$ cat src/rtl/dfp_arbiter.sv
// dfp_arbiter -- shares one memory request port between the icache and the
// dcache and routes address-tagged (possibly out-of-order) read responses
// back to whichever requester(s) are waiting on that address.
//
// Ports
//   clk, rst              : clock, synchronous active-high reset
//   i_dfp_addr/read       : icache line request          -> i_dfp_ready
//   i_dfp_raddr/rdata/rvalid : icache response
//   d_dfp_addr/read/write/wdata : dcache line request    -> d_dfp_ready
//   d_dfp_raddr/rdata/rvalid : dcache response
//   dfp_addr/read/write/wdata, dfp_ready : shared memory request port
//   dfp_raddr/rdata/rvalid : memory response, tagged by address
//
// Configuration
//   DFP_ARB_RR_EN defined   : round-robin between the two requesters
//   DFP_ARB_RR_EN undefined : fixed priority, dcache over icache
//
// Each requester owns one outstanding-read record (valid + address). A
// requester with a live record is not eligible, so a response and a new
// grant can never hit the same requester in the same cycle.
module dfp_arbiter (
  input  logic         clk,
  input  logic         rst,
  input  logic [31:0]  i_dfp_addr,
  input  logic         i_dfp_read,
  output logic         i_dfp_ready,
  output logic [31:0]  i_dfp_raddr,
  output logic [255:0] i_dfp_rdata,
  output logic         i_dfp_rvalid,
  input  logic [31:0]  d_dfp_addr,
  input  logic         d_dfp_read,
  input  logic         d_dfp_write,
  input  logic [255:0] d_dfp_wdata,
  output logic         d_dfp_ready,
  output logic [31:0]  d_dfp_raddr,
  output logic [255:0] d_dfp_rdata,
  output logic         d_dfp_rvalid,
  output logic [31:0]  dfp_addr,
  output logic         dfp_read,
  output logic         dfp_write,
  output logic [255:0] dfp_wdata,
  input  logic         dfp_ready,
  input  logic [31:0]  dfp_raddr,
  input  logic [255:0] dfp_rdata,
  input  logic         dfp_rvalid
);

  localparam logic REQ_I = 1'b0;
  localparam logic REQ_D = 1'b1;

  logic        i_out_valid_q, i_out_valid_d;
  logic        d_out_valid_q, d_out_valid_d;
  logic [31:0] i_out_addr_q,  i_out_addr_d;
  logic [31:0] d_out_addr_q,  d_out_addr_d;
  // A grant that was offered but not accepted is remembered so it cannot
  // migrate to the other requester while memory stalls.
  logic        hold_valid_q,  hold_valid_d;
  logic        hold_sel_q,    hold_sel_d;
`ifdef DFP_ARB_RR_EN
  logic        rr_ptr_q,      rr_ptr_d;
`endif

  logic i_elig, d_elig;
  logic gnt_valid, gnt_sel, accept;

  always_comb begin
    i_elig    = i_dfp_read & ~i_out_valid_q;
    d_elig    = (d_dfp_read | d_dfp_write) & ~d_out_valid_q;
    gnt_valid = 1'b0;
    gnt_sel   = REQ_I;
    if (!rst) begin
      if (hold_valid_q && (hold_sel_q ? d_elig : i_elig)) begin
        gnt_valid = 1'b1;
        gnt_sel   = hold_sel_q;
      end
`ifdef DFP_ARB_RR_EN
      else if (rr_ptr_q ? d_elig : i_elig) begin
        gnt_valid = 1'b1;
        gnt_sel   = rr_ptr_q;
      end else if (rr_ptr_q ? i_elig : d_elig) begin
        gnt_valid = 1'b1;
        gnt_sel   = ~rr_ptr_q;
      end
`else
      else if (d_elig) begin
        gnt_valid = 1'b1;
        gnt_sel   = REQ_D;
      end else if (i_elig) begin
        gnt_valid = 1'b1;
        gnt_sel   = REQ_I;
      end
`endif
    end
    accept = gnt_valid & dfp_ready;
  end

  // Request mux and handshakes; a dcache read+write is issued as a write.
  always_comb begin
    dfp_addr    = '0;
    dfp_read    = 1'b0;
    dfp_write   = 1'b0;
    dfp_wdata   = '0;
    if (gnt_valid) begin
      if (gnt_sel == REQ_D) begin
        dfp_addr  = d_dfp_addr;
        dfp_write = d_dfp_write;
        dfp_read  = d_dfp_read & ~d_dfp_write;
        dfp_wdata = d_dfp_wdata;
      end else begin
        dfp_addr  = i_dfp_addr;
        dfp_read  = 1'b1;
      end
    end
    i_dfp_ready = accept & (gnt_sel == REQ_I);
    d_dfp_ready = accept & (gnt_sel == REQ_D);
  end

  // Response routing: every matching record sees the same response.
  always_comb begin
    i_dfp_rvalid = ~rst & dfp_rvalid & i_out_valid_q & (i_out_addr_q == dfp_raddr);
    d_dfp_rvalid = ~rst & dfp_rvalid & d_out_valid_q & (d_out_addr_q == dfp_raddr);
    i_dfp_raddr  = rst ? '0 : dfp_raddr;
    i_dfp_rdata  = rst ? '0 : dfp_rdata;
    d_dfp_raddr  = rst ? '0 : dfp_raddr;
    d_dfp_rdata  = rst ? '0 : dfp_rdata;
  end

  always_comb begin
    i_out_valid_d = i_out_valid_q;
    i_out_addr_d  = i_out_addr_q;
    d_out_valid_d = d_out_valid_q;
    d_out_addr_d  = d_out_addr_q;
    if (i_dfp_rvalid) i_out_valid_d = 1'b0;
    if (d_dfp_rvalid) d_out_valid_d = 1'b0;
    if (i_dfp_ready) begin
      i_out_valid_d = 1'b1;
      i_out_addr_d  = i_dfp_addr;
    end
    if (d_dfp_ready && !d_dfp_write) begin
      d_out_valid_d = 1'b1;
      d_out_addr_d  = d_dfp_addr;
    end
    hold_valid_d = gnt_valid & ~dfp_ready;
    hold_sel_d   = gnt_sel;
`ifdef DFP_ARB_RR_EN
    rr_ptr_d = rr_ptr_q;
    if (accept && (gnt_sel == rr_ptr_q)) rr_ptr_d = ~rr_ptr_q;
`endif
  end

  always_ff @(posedge clk) begin
    if (rst) begin
      i_out_valid_q <= 1'b0;
      d_out_valid_q <= 1'b0;
      i_out_addr_q  <= '0;
      d_out_addr_q  <= '0;
      hold_valid_q  <= 1'b0;
      hold_sel_q    <= REQ_I;
`ifdef DFP_ARB_RR_EN
      rr_ptr_q      <= REQ_I;
`endif
    end else begin
      i_out_valid_q <= i_out_valid_d;
      d_out_valid_q <= d_out_valid_d;
      i_out_addr_q  <= i_out_addr_d;
      d_out_addr_q  <= d_out_addr_d;
      hold_valid_q  <= hold_valid_d;
      hold_sel_q    <= hold_sel_d;
`ifdef DFP_ARB_RR_EN
      rr_ptr_q      <= rr_ptr_d;
`endif
    end
  end

endmodule

$ cat config.mk
export PLATFORM = sky130hd
export DESIGN_NAME = dfp_arbiter
export DESIGN_NICKNAME = d
export VERILOG_FILES = /design/src/rtl/dfp_arbiter.sv
export SDC_FILE = /design/constraint.sdc
export NUM_CORES = 1
export LEC_CHECK = 0
export ABC_AREA = 1
export ABC_CLOCK_PERIOD_IN_PS = 3050
export CAP_MARGIN = 10
export CORE_AREA = 4 4 578 580
export CTS_BUF_LIST = sky130_fd_sc_hd__clkbuf_8
export DETAILED_ROUTE_END_ITERATION = 10
export DIE_AREA = 0 0 582 584
export GPL_TIMING_DRIVEN = 1
export SLEW_MARGIN = 20
export SYNTH_ARGS = -nofsm -noshare
export SYNTH_HDL_FRONTEND = slang
export SYNTH_SLANG_ARGS = --single-unit
export TNS_END_PERCENT = 5
$ cat constraint.sdc
create_clock -name clk -period 3.05 [get_ports clk]
set_clock_uncertainty 0.1 [all_clocks]
set_input_delay 0.4575 -clock clk [delete_from_list [all_inputs] [get_ports clk]]
set_output_delay 0.4575 -clock clk [all_outputs]
set_load 0.01 [all_outputs]
# Word-level counts from Yosys, hierarchy flattened
# Cells that the tools add are included.
# word_totals
register_bits	68
latch_bits	0
mem_bits_rw	0
romBits	0
inputBits	615
output_inout_bits	870
wordCells	54
memories	0
# op_classes
n_addsub	0
multipliers	0
div	0
n_lt_le_gt_ge	0
eq_ne	2
shifts	0
mux	22
bitwise	19
n_reduce_logical	5
# ops
operator	n
2-to-1 mux 256 bit	3
2-to-1 mux 32 bit	3
equality test 32 bit	2
2-to-1 mux 1 bit	16
bitwise AND 1 bit	12
inverter 1 bit	6
nonzero test 2 bit	2
logical AND 1 bit	2
logical NOT 1 bit	1
bitwise OR 1 bit	1

# Depth between registers and ports, before layout
# logic_depth
depth_word	10
ltp_mapped	11
depth_no_buf	11

# Worst setup path after synthesis
# OpenSTA, ideal clock, no wires.
# synth_path
path_kind	input to output
startpoint	in d_dfp_write
endpoint	out dfp_addr[26]
t_arrival_ps	1393
required_time_ps	2492
setup_slack_ps	1099
path_stages	7
cell_sequence	o21ai_1 > nor2_1 > nand2_2 > buf_4 > buf_4 > nand2_1 > a21oi_1
# synth_via
elab_chain_cells	8
word_cells_on_any_way	12
cone_classes	9 x mux; 2 x bitwise; 1 x reduce/logical
# synth_lines
item	line	source
start, declared	32	input logic d_dfp_write,
bitwise OR 1 bit (*)	68	d_elig = (d_dfp_read | d_dfp_write) & ~d_out_valid_q;
bitwise AND 1 bit (*)	68	
2-to-1 mux 1 bit	72	if (hold_valid_q && (hold_sel_q ? d_elig : i_elig)) begin
logical AND 1 bit	72	
2-to-1 mux 1 bit	72	
2-to-1 mux 1 bit	71	if (!rst) begin
2-to-1 mux 32 bit	104	if (gnt_sel == REQ_D) begin
2-to-1 mux 32 bit (*)	103	if (gnt_valid) begin
end, declared	38	output logic [31:0] dfp_addr,
# Every way passes the cells marked *; elsewhere a longest branch is shown, timed or not.

# Final worst setup path
# layout_path
startpoint	in dfp_raddr[16]
endpoint	out d_dfp_rvalid
# layout_via
elab_chain_cells	2
# layout_lines
item	line	source
start, declared	43	input logic [31:0] dfp_raddr,
equality test 32 bit	121	d_dfp_rvalid = ~rst & dfp_rvalid & d_out_valid_q & (d_out_addr_q == dfp_raddr);
bitwise AND 1 bit	121	
end, declared	37	output logic d_dfp_rvalid,
# No other way between the ends.

==> flow_metrics.py <==
metrics = {
    "die": {
        "die_w_um": 582,
        "core_area_um2": 329200,
        "die-area_um2": 339900,
        "ios": 1485,
        "start_util_pct": 3.195,
        "rows": 211,
        "fp.dieH_um": 584,
    },
    "yosys": {
        "synth_async_sr_flop_share_pct": 0,
        "synthFlopType": "dfxtp_1",
        "ys_warn_count": 0,
        "syn_area_um2": 10520,
        "ys_ff_latch": 68,
        "synthCells": 2066,
        "yosysTopAreaCellShare_pct": 24.41,
        "synthTopCellsByArea": "nor2_1 (24%), buf_4 (21%), inv_1 (21%), dfxtp_1 (13%), nand2_1 (4.7%)",
        "synth_edf_count": 0,
        "seq_area_frac_synth_pct": 12.94,
        "syn_nets": 2681,
        "yosysTopAreaCell": "nor2_1",
        "synth.distinct_cells": 28,
        "avgSynthCellArea_um2": 5.091,
    },
    "sta": {
        "tns_ps": 0,
        "min_period_ps": 3034,
        "fmax_mhz": 329.6,
        "rsz0062_at_grt": "true",
        "worst_pin_slew_ps": 815.5,
        "timing.final.ws_setup_ps": 15.58,
        "hold_viol": 0,
        "holdWs_ps": 363.3,
        "slew_viol_final": 0,
        "finalSetupViolCount": 0,
        "finalCritPeriodShare_pct": 99.49,
        "slew_headroom_pct": 45.44,
    },
    "clock_network": {
        "htreeDepth": 3,
        "clk_latency_ps": 360,
        "clock_sinks": 68,
        "cts.path.max_buffers": 2,
        "cts_root_buf": "clkbuf_8",
        "cts_tree": "built",
        "cts_setup_buffers": 0,
        "clkTransAtPathRegs_ps": 90,
        "cts_buffers": 9,
    },
    "worst_setup_path": {
        "worstPathMaxFanout": 3,
        "r2r_cells": 11,
        "worstSetupEndpointType": "primary output",
        "required_ps": 2490,
        "cpMostUsedCell": "nand2_1",
        "r2r_setup_slack_ps": 570,
        "r2r-end": "i_out_addr_q[31]",
        "cpLargestDelayFamily": "buffers and inverters",
        "r2r_start": "i_out_valid_q",
        "critPathKind": "input port to primary output",
        "path_buf_inv": 4,
        "slowest_stage": "clkdlybuf4s50_1",
        "cp-start-kind": "input port",
        "cpPeakStageDelay_ps": 450,
        "crit_chain": "clkdlybuf4s50_1 > inv_1 > nand2_1 > nand2_1 > nand2_1 > nor2_1 > nand2_1 > nor2_1 > nand3_1 > inv_1 > buf_12",
        "cp.arrival_ps": 2480,
    },
    "layout": {
        "final_cell_mix": "clkdlybuf4s50_1 (1021), nor2_1 (672), inv_1 (588)",
        "fin_nets": 3953,
        "area_growth_pct": 212.1,
        "final_cells": 7760,
        "layout-drive-gt1-share_pct": 18.70,
        "layout_commonest_cell": "clkdlybuf4s50_1",
    },
    "place": {
        "hpwl_um": 296100,
        "dpl_worst_slack_ps": -513.5,
        "portBuffers": 1484,
        "gp_congestion": 0.9817,
        "dp.cells": 7692,
    },
    "grt": {
        "overflow": 0,
        "grt_max_degree": 67,
        "grt_pass1_wl_um": 348700,
        "antenna_found_initial": 321,
        "grtUsageTotal_pct": 17.38,
        "grt_pass1_vias": 17910,
    },
    "routing": {
        "vias_per_cell": 2.466,
        "wirelength_um": 308600,
        "first_iter_violations": 1332,
        "route.detailed.drc": 0,
        "antenna_left": 0,
        "firstDrtPassIters": 7,
        "via_count": 19140,
        "wire_per_inst_um": 39.76,
    },
    "worst_hold_path": {
        "whs_path_depth": 2,
        "hold_path.startpoint": "rst",
        "holdPathEnd": "d_out_valid_q",
        "min_path_type": "input port to flop",
    },
    "power_and_ir_drop": {
        "peakVddDrop_mv": 0.2221,
        "leakage_nw": 14.37,
        "powerDensity_nw_per_um2": 226.3,
    },
    "flow_run": {
        "cap_viol_max_count": 0,
    },
    "run_status": {
        "status": "complete, no violations",
    },
}
==> cells in the mapped netlist, drive strengths merged, types with 4 or more instances <==
master	n
nor3b	4
nand3	8
dfxtp	68
o21ai	92
inv	592
clkbuf	35
xor2	6
o22ai	8
nor2	686
xnor2	28
buf	343
a21oi	49
nand2	134
nor3	7
==> repair_timing <==
item,CTS,global route
setup endpoints to repair,248,91
cloned,0,1
hold buffers,0,0
pin swaps,0,1
resized for setup,28,49
==> how the worst max path moves through the flow <==
stage / from / end / slack, ps / cells past startpoint
2_1_floorplan: d_dfp_write / dfp_addr[26] / 1100 / 7
3_3_place_gp: d_dfp_write / dfp_wdata[102] / -580 / 8
3_5_place_dp: d_dfp_write / dfp_wdata[102] / -510 / 8
4_1_cts: i_dfp_read / dfp_wdata[115] / -70 / 9
5_1_grt: dfp_raddr[16] / d_dfp_rvalid / -30 / 11
6_report: dfp_raddr[16] / d_dfp_rvalid / 20 / 11
==> worst reg2reg max path, delay by kind of cell, from the launching register on <==
kind                   cells  cell delay [ps]
buffers and inverters      4              790
DFF                        1              320
AOI/OAI and AO/OA          2              320
and+or+nand+nor            5              830
==> power breakdown <==
group	internal [mW]	switching, mW
registers	0.940	0.0354
logic	2.58	3.02
clock network	0.476	0.380
==> kinds of logic (layout without fill, tap and decap cells) <==
| family | count (synthesis) | after routing | share of synthesized area (%) |
|---|---|---|---|
| compound gates | 150 | 150 | 7.304 |
| buf+inv | 970 | 2246 | 46.13 |
| flops | 68 | 68 | 12.94 |
| simple gates | 844 | 844 | 30.79 |
| xor+xnor | 34 | 34 | 2.831 |
| other cells | 0 | 52 | 0 |
==> stage by stage <==
step	utilization, %	power, mW	instance area (µm²)
floorplan	-	2.390	10520
global placement	9.790	6.723	32230
detailed placement	9.790	6.691	32230
CTS	9.884	7.595	32540
global route	9.939	7.771	32720
finish	9.970	7.428	32820
==> layout make-up <==
cell class                 count  area [µm²]
clock buffer                  10       137.6
sequential                    68        1361
antenna                       52       130.1
clock inverter                 5       77.57
timing repair buffer        1639       19020
multi-input combinational   1028        4417
inverter                     592        2222
tap                         4366        5463
fill                       38380      296400
==> sequential cells by signal (all words and copies together), names as in the netlist <==
signal         count
d_out_addr_q      32
d_out_valid_q      1
hold_sel_q         1
hold_valid_q       1
i_out_addr_q      32
i_out_valid_q      1
==> routing by layer <==
layer / part of all wire, % / GRT usage [%]
met1: 39 / 19.65
met2: 44 / 27.89
met3: 14 / 10.66
met4: 2.9 / 3.358
met5: 0.53 / 0.5464
No activity file was read; power rests on OpenSTA's default activity.
